## config.mk

```make
export PLATFORM = sky130hd
export DESIGN_NAME = axi_burst_wr_master
export DESIGN_NICKNAME = d
export VERILOG_FILES = /design/src/rtl/axi_burst_wr_master.sv
export SDC_FILE = /design/constraint.sdc
export NUM_CORES = 1
export LEC_CHECK = 0
export CORE_MARGIN = 1.5
export CORE_UTILIZATION = 40
export CTS_BUF_LIST = sky130_fd_sc_hd__clkbuf_8
export DETAILED_ROUTE_END_ITERATION = 8
export GPL_ROUTABILITY_DRIVEN = 1
export GPL_TIMING_DRIVEN = 0
export PLACE_DENSITY = 0.91
export SLEW_MARGIN = 10
export SYNTH_ARGS = -nofsm -noshare
export SYNTH_HDL_FRONTEND = slang
export SYNTH_SLANG_ARGS = --single-unit
```

## constraint.sdc

```tcl
create_clock -name aclk -period 2.9 [get_ports aclk]
set_input_delay 0.435 -clock aclk [delete_from_list [all_inputs] [get_ports aclk]]
set_output_delay 0.435 -clock aclk [all_outputs]
set_load 0.01 [all_outputs]
```

## src/rtl/axi_burst_wr_master.sv

```systemverilog
// AXI4 write master: one command plus a beat stream becomes one INCR burst and one completion.
// Bursts that are unaligned or cross a 4KB page are rejected locally with SLVERR and no bus traffic.
module axi_burst_wr_master #(
    parameter int ID_WIDTH   = 4,
    parameter int ADDR_WIDTH = 32,
    parameter int DATA_WIDTH = 32,
    parameter int LEN_WIDTH  = 8
) (
    input  logic                    aclk,
    input  logic                    areset,
    input  logic                    cmd_valid,
    output logic                    cmd_ready,
    input  logic [ADDR_WIDTH-1:0]   cmd_addr,
    input  logic [LEN_WIDTH-1:0]    cmd_len,
    input  logic [ID_WIDTH-1:0]     cmd_id,
    input  logic                    in_valid,
    output logic                    in_ready,
    input  logic [DATA_WIDTH-1:0]   in_data,
    input  logic [DATA_WIDTH/8-1:0] in_strb,
    output logic                    done_valid,
    input  logic                    done_ready,
    output logic [1:0]              done_resp,
    output logic [ID_WIDTH-1:0]     done_id,
    output logic [ID_WIDTH-1:0]     awid,
    output logic [ADDR_WIDTH-1:0]   awaddr,
    output logic [LEN_WIDTH-1:0]    awlen,
    output logic [2:0]              awsize,
    output logic [1:0]              awburst,
    output logic                    awvalid,
    input  logic                    awready,
    output logic [DATA_WIDTH-1:0]   wdata,
    output logic [DATA_WIDTH/8-1:0] wstrb,
    output logic                    wlast,
    output logic                    wvalid,
    input  logic                    wready,
    input  logic [ID_WIDTH-1:0]     bid,
    input  logic [1:0]              bresp,
    input  logic                    bvalid,
    output logic                    bready
);
    localparam int STRB_WIDTH = DATA_WIDTH / 8;
    localparam int SIZE       = $clog2(STRB_WIDTH);
    localparam int XW         = LEN_WIDTH + SIZE + 14;

    typedef enum logic [1:0] {IDLE, BURST, RESP, DONE} state_t;

    state_t                state_q, state_d;
    logic [ADDR_WIDTH-1:0] addr_q, addr_d;
    logic [LEN_WIDTH-1:0]  len_q, len_d, beat_cnt_q, beat_cnt_d;
    logic [ID_WIDTH-1:0]   id_q, id_d;
    logic [1:0]            done_resp_q, done_resp_d;
    logic                  awvalid_q, awvalid_d, aw_done_q, aw_done_d, w_done_q, w_done_d;
    logic                  cmd_ready_q, cmd_ready_d;
    logic                  in_burst, w_hs, cmd_bad;
    logic [XW-1:0]         burst_end;

    // End offset within the page, one past the last byte of the burst.
    assign burst_end = XW'(cmd_addr[11:0]) + ((XW'(cmd_len) + XW'(1)) << SIZE);
    assign cmd_bad   = ((cmd_addr & ADDR_WIDTH'(STRB_WIDTH - 1)) != '0) || (burst_end > XW'(4096));

    assign in_burst   = (state_q == BURST);
    assign wvalid     = in_burst && in_valid && !w_done_q;
    assign in_ready   = in_burst && wready && !w_done_q;
    assign wlast      = in_burst && (beat_cnt_q == len_q);
    assign wdata      = in_data;
    assign wstrb      = in_strb;
    assign w_hs       = wvalid && wready;
    assign awvalid    = awvalid_q;
    assign awaddr     = addr_q;
    assign awlen      = len_q;
    assign awid       = id_q;
    assign awsize     = 3'(SIZE);
    assign awburst    = 2'b01;
    assign bready     = (state_q == RESP);
    assign done_valid = (state_q == DONE);
    assign done_resp  = done_resp_q;
    assign done_id    = id_q;
    assign cmd_ready  = cmd_ready_q;

    always_comb begin
        state_d     = state_q;
        addr_d      = addr_q;
        len_d       = len_q;
        id_d        = id_q;
        beat_cnt_d  = beat_cnt_q;
        done_resp_d = done_resp_q;
        awvalid_d   = awvalid_q;
        aw_done_d   = aw_done_q;
        w_done_d    = w_done_q;
        case (state_q)
            IDLE: if (cmd_valid && cmd_ready_q) begin
                addr_d     = cmd_addr;
                len_d      = cmd_len;
                id_d       = cmd_id;
                beat_cnt_d = '0;
                aw_done_d  = 1'b0;
                w_done_d   = 1'b0;
                if (cmd_bad) begin
                    state_d     = DONE;
                    done_resp_d = 2'b10;
                end else begin
                    state_d     = BURST;
                    awvalid_d   = 1'b1;
                    done_resp_d = 2'b00;
                end
            end
            BURST: begin
                if (awvalid_q && awready) begin
                    awvalid_d = 1'b0;
                    aw_done_d = 1'b1;
                end
                if (w_hs) begin
                    beat_cnt_d = beat_cnt_q + 1'b1;
                    if (wlast) w_done_d = 1'b1;
                end
                // Both channels may finish on the same edge.
                if (aw_done_d && w_done_d) state_d = RESP;
            end
            RESP: if (bvalid) begin
                done_resp_d = (bid == id_q) ? bresp : 2'b10;
                state_d     = DONE;
            end
            DONE: if (done_ready) state_d = IDLE;
            default: state_d = IDLE;
        endcase
        cmd_ready_d = (state_d == IDLE);
    end

    always_ff @(posedge aclk or posedge areset) begin
        if (areset) begin
            state_q     <= IDLE;
            addr_q      <= '0;
            len_q       <= '0;
            id_q        <= '0;
            beat_cnt_q  <= '0;
            done_resp_q <= 2'b00;
            awvalid_q   <= 1'b0;
            aw_done_q   <= 1'b0;
            w_done_q    <= 1'b0;
            cmd_ready_q <= 1'b0;
        end else begin
            state_q     <= state_d;
            addr_q      <= addr_d;
            len_q       <= len_d;
            id_q        <= id_d;
            beat_cnt_q  <= beat_cnt_d;
            done_resp_q <= done_resp_d;
            awvalid_q   <= awvalid_d;
            aw_done_q   <= aw_done_d;
            w_done_q    <= w_done_d;
            cmd_ready_q <= cmd_ready_d;
        end
    end
endmodule

```

==> results.tsv, run 1 <==
metric	value	unit
status	finished, final reports clean	
cp_cell_sequence	dlygate4sd2_1 > ha_2 > nand3_1 > xnor2_1 > ha_1 > buf_4 > o211ai_1 > o21ai_1 > xor2_1 > a2111o_1 > o41ai_4 > buf_4 > a21oi_1	
internal_power	1.57	mW
p_sw_share	28.1	%
combPwrFrac	23.6	%
critPathCaptureType	register	
finalCriticalPeriod	2.77	ns
grt_antenna_before_repair	0	
grt_max_degree	61	
hold_viol	0	
worst_pin_slew	0.996	ns
dieArea	9340	sq um
dp_hpwl	7.85	mm
rr_worst_depth	7	
p_clk_share	33.9	%
synth_edf_count	0	
synth_top_area_cell	dfrtp_1	
port_buffers	150	
hp-class	primary input to register	
numClockSinks	60	
grt_pass1_wl	17.0	mm
async_reset_ff_share	100	%
syn_area	3510	sq um
syn2layout_area_growth	54.5	%
clk_path_buf_depth	2	
min_to	awlen[5]$_DFFE_PP0P_	
min_path_cells	3	
final_nets	686	
max_stage_delay	0.43	ns
start_util	42.1	%
drt_iter0_markers	123	
dr.pass1.iters	4	
worstReg2RegStart	state_q[1]$_DFF_PP0_	
cp_common_cell	buf_4	
grt_pass1_vias	3543	
fin_util	65.0	%
ctsRootBufferMaster	clkbuf_8	
synth_area_leaders	dfrtp_1 43%, nand2_1 15%, buf_4 9.6%	
num_io_pins	192	
cts_buffers	9	
drv_slew	0	
htreeDepth	3	
ir_worst_vdd	0.248	mV
clock.fmax	361	MHz
place_congestion	0.827	
powerDensity	403	nW/um^2
rows	33	
layout-drive-gt1-share	13.9	%
fp.dieH	96.7	um
diodes	0	
vias	3408	
drc	0	
path_class	primary input to register	
viasPerCell	4.95	
worstHoldStart	cmd_len[5]	
cap_violations	0	
leakage	2.65	nW
synth_cell_type_count	48	
clk_pin_slew	0.07	ns
post_drt_wl_per_cell	14.9	um
path_max_fanout	4	
setup_tns	0	ns
power_frac_seq	42.5	%
wl	10.2	mm
period_share	95.6	%
cts_tree	yes	
slew_headroom	33.1	%
crit_arrival	2.97	ns
crit_required	3.09	ns
switchingPower	0.614	mW
grt.total_usage	22.2	%
core	8340	sq um
finalClockSkew	0.00913	ns
synth_top_area_share	42.8	%
ys_ff_latch	60	
crit_slowest_cell	a2111o_1	
postRouteAntennaNets	0	
reg2reg_to	awaddr[1]$_DFFE_PP0P_	
ff2ff_setup_slack	0.74	ns
yosysWarnings	0	
avgSynthCellArea	8.49	sq um
grt_overflow	0	
die_x	96.7	um
ys_seq_area_share	42.8	%
setup_viol	0	
synthCells	413	
critPathLaunch	cmd_len[0]	
synth-main-ff-cell	dfrtp_1	
hold_buffers	0	
clock_latency	0.33	ns
cp-start-kind	primary input	
[per-layer routing]
layer,wire length [um],GRT usage (%),vias to the layer above
li1,-,-,1627
met4,249,8.25,0
met3,617,4.26,20
met1,3890,24.9,1616
met2,5490,41.4,145
met5,0,0,-
[final cells by class]
class / instances / area, sq um
fill: 683 / 2920
multi-input combinational: 288 / 1640
timing repair buffer: 153 / 1530
sequential: 60 / 1500
buffer: 58 / 390
clock buffer: 10 / 138
tap: 105 / 131
clock inverter: 5 / 52.6
inverter: 9 / 36.3
[power by group through the flow]
stage | Combinational [mW] | Sequential, mW | Clock [mW]
after CTS | 0.506 | 0.927 | 0.751
after detailed placement | 0.494 | 0.941 | 0
final | 0.515 | 0.929 | 0.742
after global placement | 0.479 | 0.939 | 0
after floorplan | 0.284 | 0.929 | 0
after global routing | 0.561 | 0.933 | 0.797
[cell usage after synthesis, drive strengths merged, types with 2 or more instances]
cell    number
nand2      144
dfrtp       60
buf         46
nor2        19
xor2        16
clkbuf      13
ha          12
o21ai       12
a21oi       10
xnor2       10
inv          9
a211oi       5
nand3        5
o211ai       5
and3         4
nand4        4
nor3         4
and2         3
a21o         2
a31oi        2
conb         2
nor2b        2
nor3b        2
o21a         2
[layout by cell type (no fill, tap or decap), types with 4 or more instances in the layout]
master	n
clkdlybuf4s50_1	143
nor3_1	4
xor2_1	16
ha_1	11
and3_1	4
conb_1	5
clkbuf_1	12
buf_4	48
clkbuf_8	10
inv_1	7
a211oi_1	4
o21ai_1	4
nand3_1	4
o21ai_0	8
nand4_1	4
nand2_1	144
dfrtp_1	60
nor2_1	18
a21oi_1	8
o211ai_1	5
xnor2_1	8
[state kept, by name, indices dropped and copies added, names as in the netlist, 2 cells and up]
signal,cells
state_q,2
awaddr,32
awid,4
beat_cnt_q,8
awlen,8
done_resp,2
[critical path: cells and delay by family]
kind,cells,cell delay [ns]
AO/OA/AOI/OAI,5,0.94
XOR/XNOR,2,0.31
adder cells (fa/ha/maj),2,0.55
buffers and inverters,3,0.61
AND/OR/NAND/NOR,1,0.13
[what timing repair did]
| action | CTS | global route |
|---|---|---|
| pin swaps | 5 | 3 |
| setup endpoints to repair | 3 | 4 |
| setup buffers | 1 | 2 |
| resized for setup | 13 | 9 |
| gates cloned | 0 | 0 |
[cells by family after synthesis]
family / Yosys count / synth area share [%]
adders and majority gates: 13 / 4.85
buffers and inverters: 68 / 12.1
xor gates and xnor gates: 26 / 6.49
and+or+nand+nor: 193 / 22.8
muxes: 2 / 0.606
DFF: 60 / 42.8
other: 2 / 0.214
AOI/OAI and AO/OA: 49 / 10.1
[through the flow]
stage	cell area, sq um	hold slack [ns]	power (mW)	cells	setup slack (ns)
5_1_grt	5420	0.463	2.29	688	-0.00533
4_1_cts	5380	0.479	2.18	687	0.000138
3_3_place_gp	5150	0.459	1.42	671	-0.652
2_1_floorplan	3520	0.451	1.21	416	0.281
6_report	5420	0.447	2.19	688	0.129
3_5_place_dp	5150	0.462	1.43	671	-0.704
[worst max-delay path by stage]
stage,cells after the start,slack [ns],to
detailed placement,12,-0.70,done_resp[1]$_DFFE_PP0P_
global placement,11,-0.65,done_resp[1]$_DFFE_PP0P_
finish,13,0.13,done_resp[1]$_DFFE_PP0P_
floorplan,11,0.28,done_resp[1]$_DFFE_PP0P_
CTS,12,0.0001,awvalid$_DFFE_PP0P_
global route,13,-0.005,done_resp[1]$_DFFE_PP0P_
(Power assumes the default switching activity.)
==> inputs of run 2 (changes only) <==
--- a/config.mk
+++ b/config.mk
@@ -8,11 +8,12 @@
 export CORE_MARGIN = 1.5
 export CORE_UTILIZATION = 40
 export CTS_BUF_LIST = sky130_fd_sc_hd__clkbuf_8
+export CTS_CLUSTER_SIZE = 12
 export DETAILED_ROUTE_END_ITERATION = 8
 export GPL_ROUTABILITY_DRIVEN = 1
 export GPL_TIMING_DRIVEN = 0
 export PLACE_DENSITY = 0.91
-export SLEW_MARGIN = 10
+export SLEW_MARGIN = 20
 export SYNTH_ARGS = -nofsm -noshare
 export SYNTH_HDL_FRONTEND = slang
 export SYNTH_SLANG_ARGS = --single-unit
==> run 2 against run 1 <==
  * Total power is 3.8% higher
  * Count of clock-buffer cells in the layout rose by 3
  * Via count down 0.76%
  * Combinational power is 1% higher
  * Worst setup slack got worse by 0.036 ns
  * Clock skew about the same
  * First-iteration DRC count fell by 8.1%
  * Global-route usage shrank 0.082 points
==> results.tsv, run 2 (synthesized netlist as in run 1, its figures left out) <==
metric	value	unit
setup_ws	0.0925	ns
crit_required	3.16	ns
switchingPower	0.613	mW
final_common_cell	nand2_1	
path_class	primary input to register	
clk_path_buf_depth	2	
finalPower	2.27	mW
cp_cell_sequence	clkdlybuf4s15_1 > and3_4 > nand3_2 > or2_4 > xnor2_2 > ha_1 > o21ai_1 > a21oi_1 > o21ai_0 > mux2_1 > o41ai_4 > a22o_1	
ctsRootBufferMaster	clkbuf_8	
powerDensity	414	nW/um^2
dr.pass1.iters	4	
dieArea	9340	sq um
start_util	42.1	%
path_max_fanout	4	
cap_violations	0	
crit_slowest_cell	o41ai_4	
drt_iter0_markers	113	
grt_pass1_wl	17.0	mm
place_congestion	0.827	
worst-path-buf-inv	1	
power_frac_seq	40.8	%
worst_pin_slew	0.993	ns
internal_power	1.66	mW
vias	3382	
fillers	673	
grt_antenna_before_repair	0	
clock_latency	0.32	ns
met3_usage	3.54	%
core	8340	sq um
ir_worst_vdd	0.237	mV
cts_buffers	9	
p_sw_share	27.0	%
num_io_pins	192	
dp.cells	672	
grt_util_met1	25.4	%
largest_reg_flops	32	
p_clk_share	36.3	%
clk_pin_slew	0.07	ns
rows	33	
viasPerCell	4.89	
finalClockSkew	0.00920	ns
syn2layout_area_growth	56.2	%
crit_family	compound AO/OA/AOI/OAI gates	
postRouteAntennaNets	0	
numClockSinks	60	
grt_overflow	0	
slew_headroom	33.3	%
fin_util	65.7	%
clock.fmax	356	MHz
wl	10.2	mm
grt-busiest-layer	met2	
fin_cells	692	
diodes	0	
dp_hpwl	7.93	mm
crit_arrival	3.07	ns
port_buffers	150	
finalCriticalPeriod	2.81	ns
max_stage_delay	0.50	ns
cts_tree	yes	
drc	0	
layout-drive-gt1-share	14.3	%
post_drt_wl_per_cell	14.8	um
status	finished, final reports clean	
final_nets	689	
cp-start-kind	primary input	
grt_pass1_vias	3537	
combPwrFrac	22.9	%
htreeDepth	3	
hold_viol	0	
setup_viol	0	
drv_slew	0	
ff2ff_setup_slack	0.73	ns
final_cell_mix	144 x nand2_1, 143 x clkdlybuf4s50_1, 60 x dfrtp_1	
leakage	2.67	nW
grt.total_usage	22.1	%
use_met2	40.8	%
die_x	96.7	um
fp.dieH	96.7	um
setup_tns	0	ns
place_ws	-0.692	ns
hp-class	primary input to register	
critPathCaptureType	register	
grt_max_degree	41	
period_share	96.8	%
==> run 2: area by class of cell <==
type | count | area, sq um | area share, %
multi-input combinational | 288 | 1650 | 30.1
timing repair buffer | 155 | 1550 | 28.3
sequential | 60 | 1500 | 27.4
buffer | 59 | 392 | 7.15
clock buffer | 13 | 179 | 3.27
tap | 105 | 131 | 2.40
clock inverter | 3 | 42.5 | 0.776
inverter | 9 | 36.3 | 0.662
==> run 2: timing repair <==
item                                    4_1_cts  5_1_grt
pin swaps                                     5        4
hold buffers                                  0        0
buffers inserted                              3        1
endpoints found under the setup margin        3        3
resized for setup                            12       11
==> run 2: worst register-to-register path: stages, from the launching register on <==
cell and delay, ns:
dfrtp_1 0.37, clkbuf_1 0.21, nor3_1 0.85, clkbuf_1 0.47, nand2_1 0.12, nand2_1 0.09
==> run 2: worst paths after layout <==
| path | endpoint | depth (start not counted) | from |
|---|---|---|---|
| max in group asynchronous | beat_cnt_q[1]$_DFFE_PP0P_ | 3 | areset |
| setup / recovery | awvalid$_DFFE_PP0P_ | 12 | cmd_len[4] |
| setup reg to reg | awlen[1]$_DFFE_PP0P_ | 5 | state_q[0]$_DFF_PP0_ |
| hold reg to reg | awaddr[10]$_DFFE_PP0P_ | 2 | awaddr[10]$_DFFE_PP0P_ |
| min in group asynchronous | awaddr[24]$_DFFE_PP0P_ | 2 | areset |
| hold / removal | awlen[1]$_DFFE_PP0P_ | 3 | cmd_len[1] |
==> run 2: through the flow <==
| step | hold slack, ns | cell area (sq um) |
|---|---|---|
| floorplan | 0.451 | 3520 |
| global placement | 0.459 | 5150 |
| detailed placement | 0.462 | 5170 |
| CTS | 0.414 | 5450 |
| global route | 0.418 | 5480 |
| finish | 0.401 | 5480 |
==> run 2: layer usage <==
metal  wire length, um  vias up
met2              5470      135
met1              4030     1596
met5                 0        -
met3               498       21
li1                  -     1630
met4               254        0
==> run 2: power by group through the flow <==
stage	clock network [mW]	registers [mW]	logic (mW)
6_report	0.823	0.927	0.520
5_1_grt	0.877	0.931	0.566
4_1_cts	0.833	0.925	0.513
3_5_place_dp	0	0.941	0.497
3_3_place_gp	0	0.939	0.479
2_1_floorplan	0	0.929	0.284
==> inputs of run 3 (changes only) <==
--- a/config.mk
+++ b/config.mk
@@ -5,7 +5,6 @@
 export SDC_FILE = /design/constraint.sdc
 export NUM_CORES = 1
 export LEC_CHECK = 0
-export CORE_MARGIN = 1.5
 export CORE_UTILIZATION = 40
 export CTS_BUF_LIST = sky130_fd_sc_hd__clkbuf_8
 export CTS_CLUSTER_SIZE = 12
==> run 3 against run 2 <==
  * Core utilization down 0.45 points
  * Register-to-register slack got worse by 0.04 ns
  * Final cell count fell by 0.29%
  * Largest cell class unchanged
==> results.tsv, run 3 (synthesized netlist as in run 1, its figures left out) <==
metric	value	unit
core	8340	sq um
final_cell_mix	144 x nand2_1, 142 x clkdlybuf4s50_1, 60 x dfrtp_1	
period_share	97.0	%
crit_arrival	3.00	ns
max_stage_delay	0.46	ns
vias	3412	
layout-drive-gt1-share	13.8	%
diodes	0	
drc	0	
status	finished, final reports clean	
setup_viol	0	
finalInstanceArea	5440	sq um
fin_util	65.2	%
clk_path_buf_depth	2	
dr.pass1.iters	6	
viasPerCell	4.94	
wl	9.97	mm
rsz0062_at_grt	false	
path_max_fanout	4	
regArea	1500	sq um
grt_pass1_wl	15.3	mm
grt_pass1_vias	3291	
start_util	42.1	%
crit_slowest_cell	a2111o_1	
num_io_pins	192	
final_common_cell	nand2_1	
clock.fmax	355	MHz
hold_buffers	0	
drt_iter0_markers	121	
cap_violations	0	
final_nets	687	
fillers	670	
hp-class	primary input to register	
finalCriticalPeriod	2.81	ns
drv_slew	0	
slew_headroom	39.1	%
die_x	95.7	um
placed_cell_area	5170	sq um
hold_viol	0	
grt_overflow	0	
grt.total_usage	22.0	%
powerDensity	403	nW/um^2
port_buffers	150	
crit_required	3.08	ns
multi_input_area	1660	sq um
critPathCaptureType	register	
ir_worst_vdd	0.272	mV
largest_reg_flops	32	
syn2layout_area_growth	55.1	%
clock_latency	0.33	ns
postRouteAntennaNets	0	
cp_cell_sequence	dlygate4sd2_1 > nand3_2 > xnor2_1 > ha_1 > inv_2 > a2111oi_4 > o211ai_1 > a2111o_1 > o41ai_4 > buf_4 > a21oi_1	
numClockSinks	60	
grt_max_degree	42	
finalClockSkew	0.0109	ns
post_drt_wl_per_cell	14.4	um
cts_buffers	9	
path_class	primary input to register	
ctsRootBufferMaster	clkbuf_8	
clk_pin_slew	0.07	ns
rows	33	
dp_hpwl	7.67	mm
place_congestion	0.920	
htreeDepth	3	
cp-start-kind	primary input	
crit_family	compound AO/OA/AOI/OAI gates	
grt_antenna_before_repair	0	
leakage	2.67	nW
worst_pin_slew	0.907	ns
dieArea	9150	sq um
cts_tree	yes	
worst-path-buf-inv	3	
fp.dieH	95.7	um
[run 3: cell types whose count changed in the layout (fill, tap and decap cells not counted), moves of 2 or more]
cell / before / now
clkbuf_8: 13 / 10
clkbuf_2: 1 / 3
ha_4: 0 / 2
inv_1: 7 / 9
[run 3: final timing paths]
check / to / slack [ns] / from / depth (start not counted)
worst min register to register: awaddr[28]$_DFFE_PP0P_ / 0.48 / awaddr[28]$_DFFE_PP0P_ / 2
worst max register to register: awaddr[1]$_DFFE_PP0P_ / 0.69 / state_q[1]$_DFF_PP0_ / 7
min in group asynchronous: awaddr[25]$_DFFE_PP0P_ / 0.39 / areset / 2
max in group asynchronous: beat_cnt_q[7]$_DFFE_PP0P_ / 2.01 / areset / 3
worst max-delay path: done_resp[1]$_DFFE_PP0P_ / 0.09 / cmd_len[3] / 11
worst min-delay path: awlen[4]$_DFFE_PP0P_ / 0.37 / cmd_len[4] / 3
[run 3: area by class of cell]
cell class / instances / area share (%)
multi-input combinational: 288 / 30.4
timing repair buffer: 154 / 28.2
sequential: 60 / 27.6
buffer: 58 / 7.13
clock buffer: 10 / 2.53
tap: 105 / 2.41
clock inverter: 6 / 1.03
inverter: 9 / 0.667
[run 3: worst register-to-register path: cells and delay by family (launching register included)]
kind / cells / cell delay (ns)
AND/OR/NAND/NOR: 3 / 0.40
flip-flops: 1 / 0.32
buffers and inverters: 4 / 1.44
[run 3: what timing repair did]
action	CTS	global route
setup endpoints to repair	3	4
buffers inserted	3	0
pin swaps	4	6
gates resized for setup	11	14
[run 3: per-layer routing]
metal / share of wire [%] / global-route usage [%] / vias to the layer above / wire length [um]
met3: 5.3 / 2.63 / 20 / 529
li1: - / - / 1631 / -
met2: 53 / 39.5 / 139 / 5300
met5: 0 / 0 / - / 0
met4: 2.2 / 9.95 / 0 / 220
met1: 39 / 26.1 / 1622 / 3920
[run 3: per-stage QoR]
stage                     setup slack (ns)  setup TNS [ns]  total power [mW]  hold WS (ns)  std cells
after detailed placement            -0.742           -2.21              1.44         0.464        672
final                               0.0869               0              2.19         0.371        690
after global routing                0.0132               0              2.31         0.379        690
after floorplan                      0.281               0              1.21         0.451        416
after CTS                           0.0111               0              2.20         0.390        691
after global placement              -0.650           -8.25              1.42         0.458        671
[run 3: where the power goes]
group / leakage, nW / switching, mW / internal (mW)
Sequential: 0.823 / 0.0555 / 0.872
Clock: 0.109 / 0.334 / 0.413
Combinational: 1.74 / 0.228 / 0.292
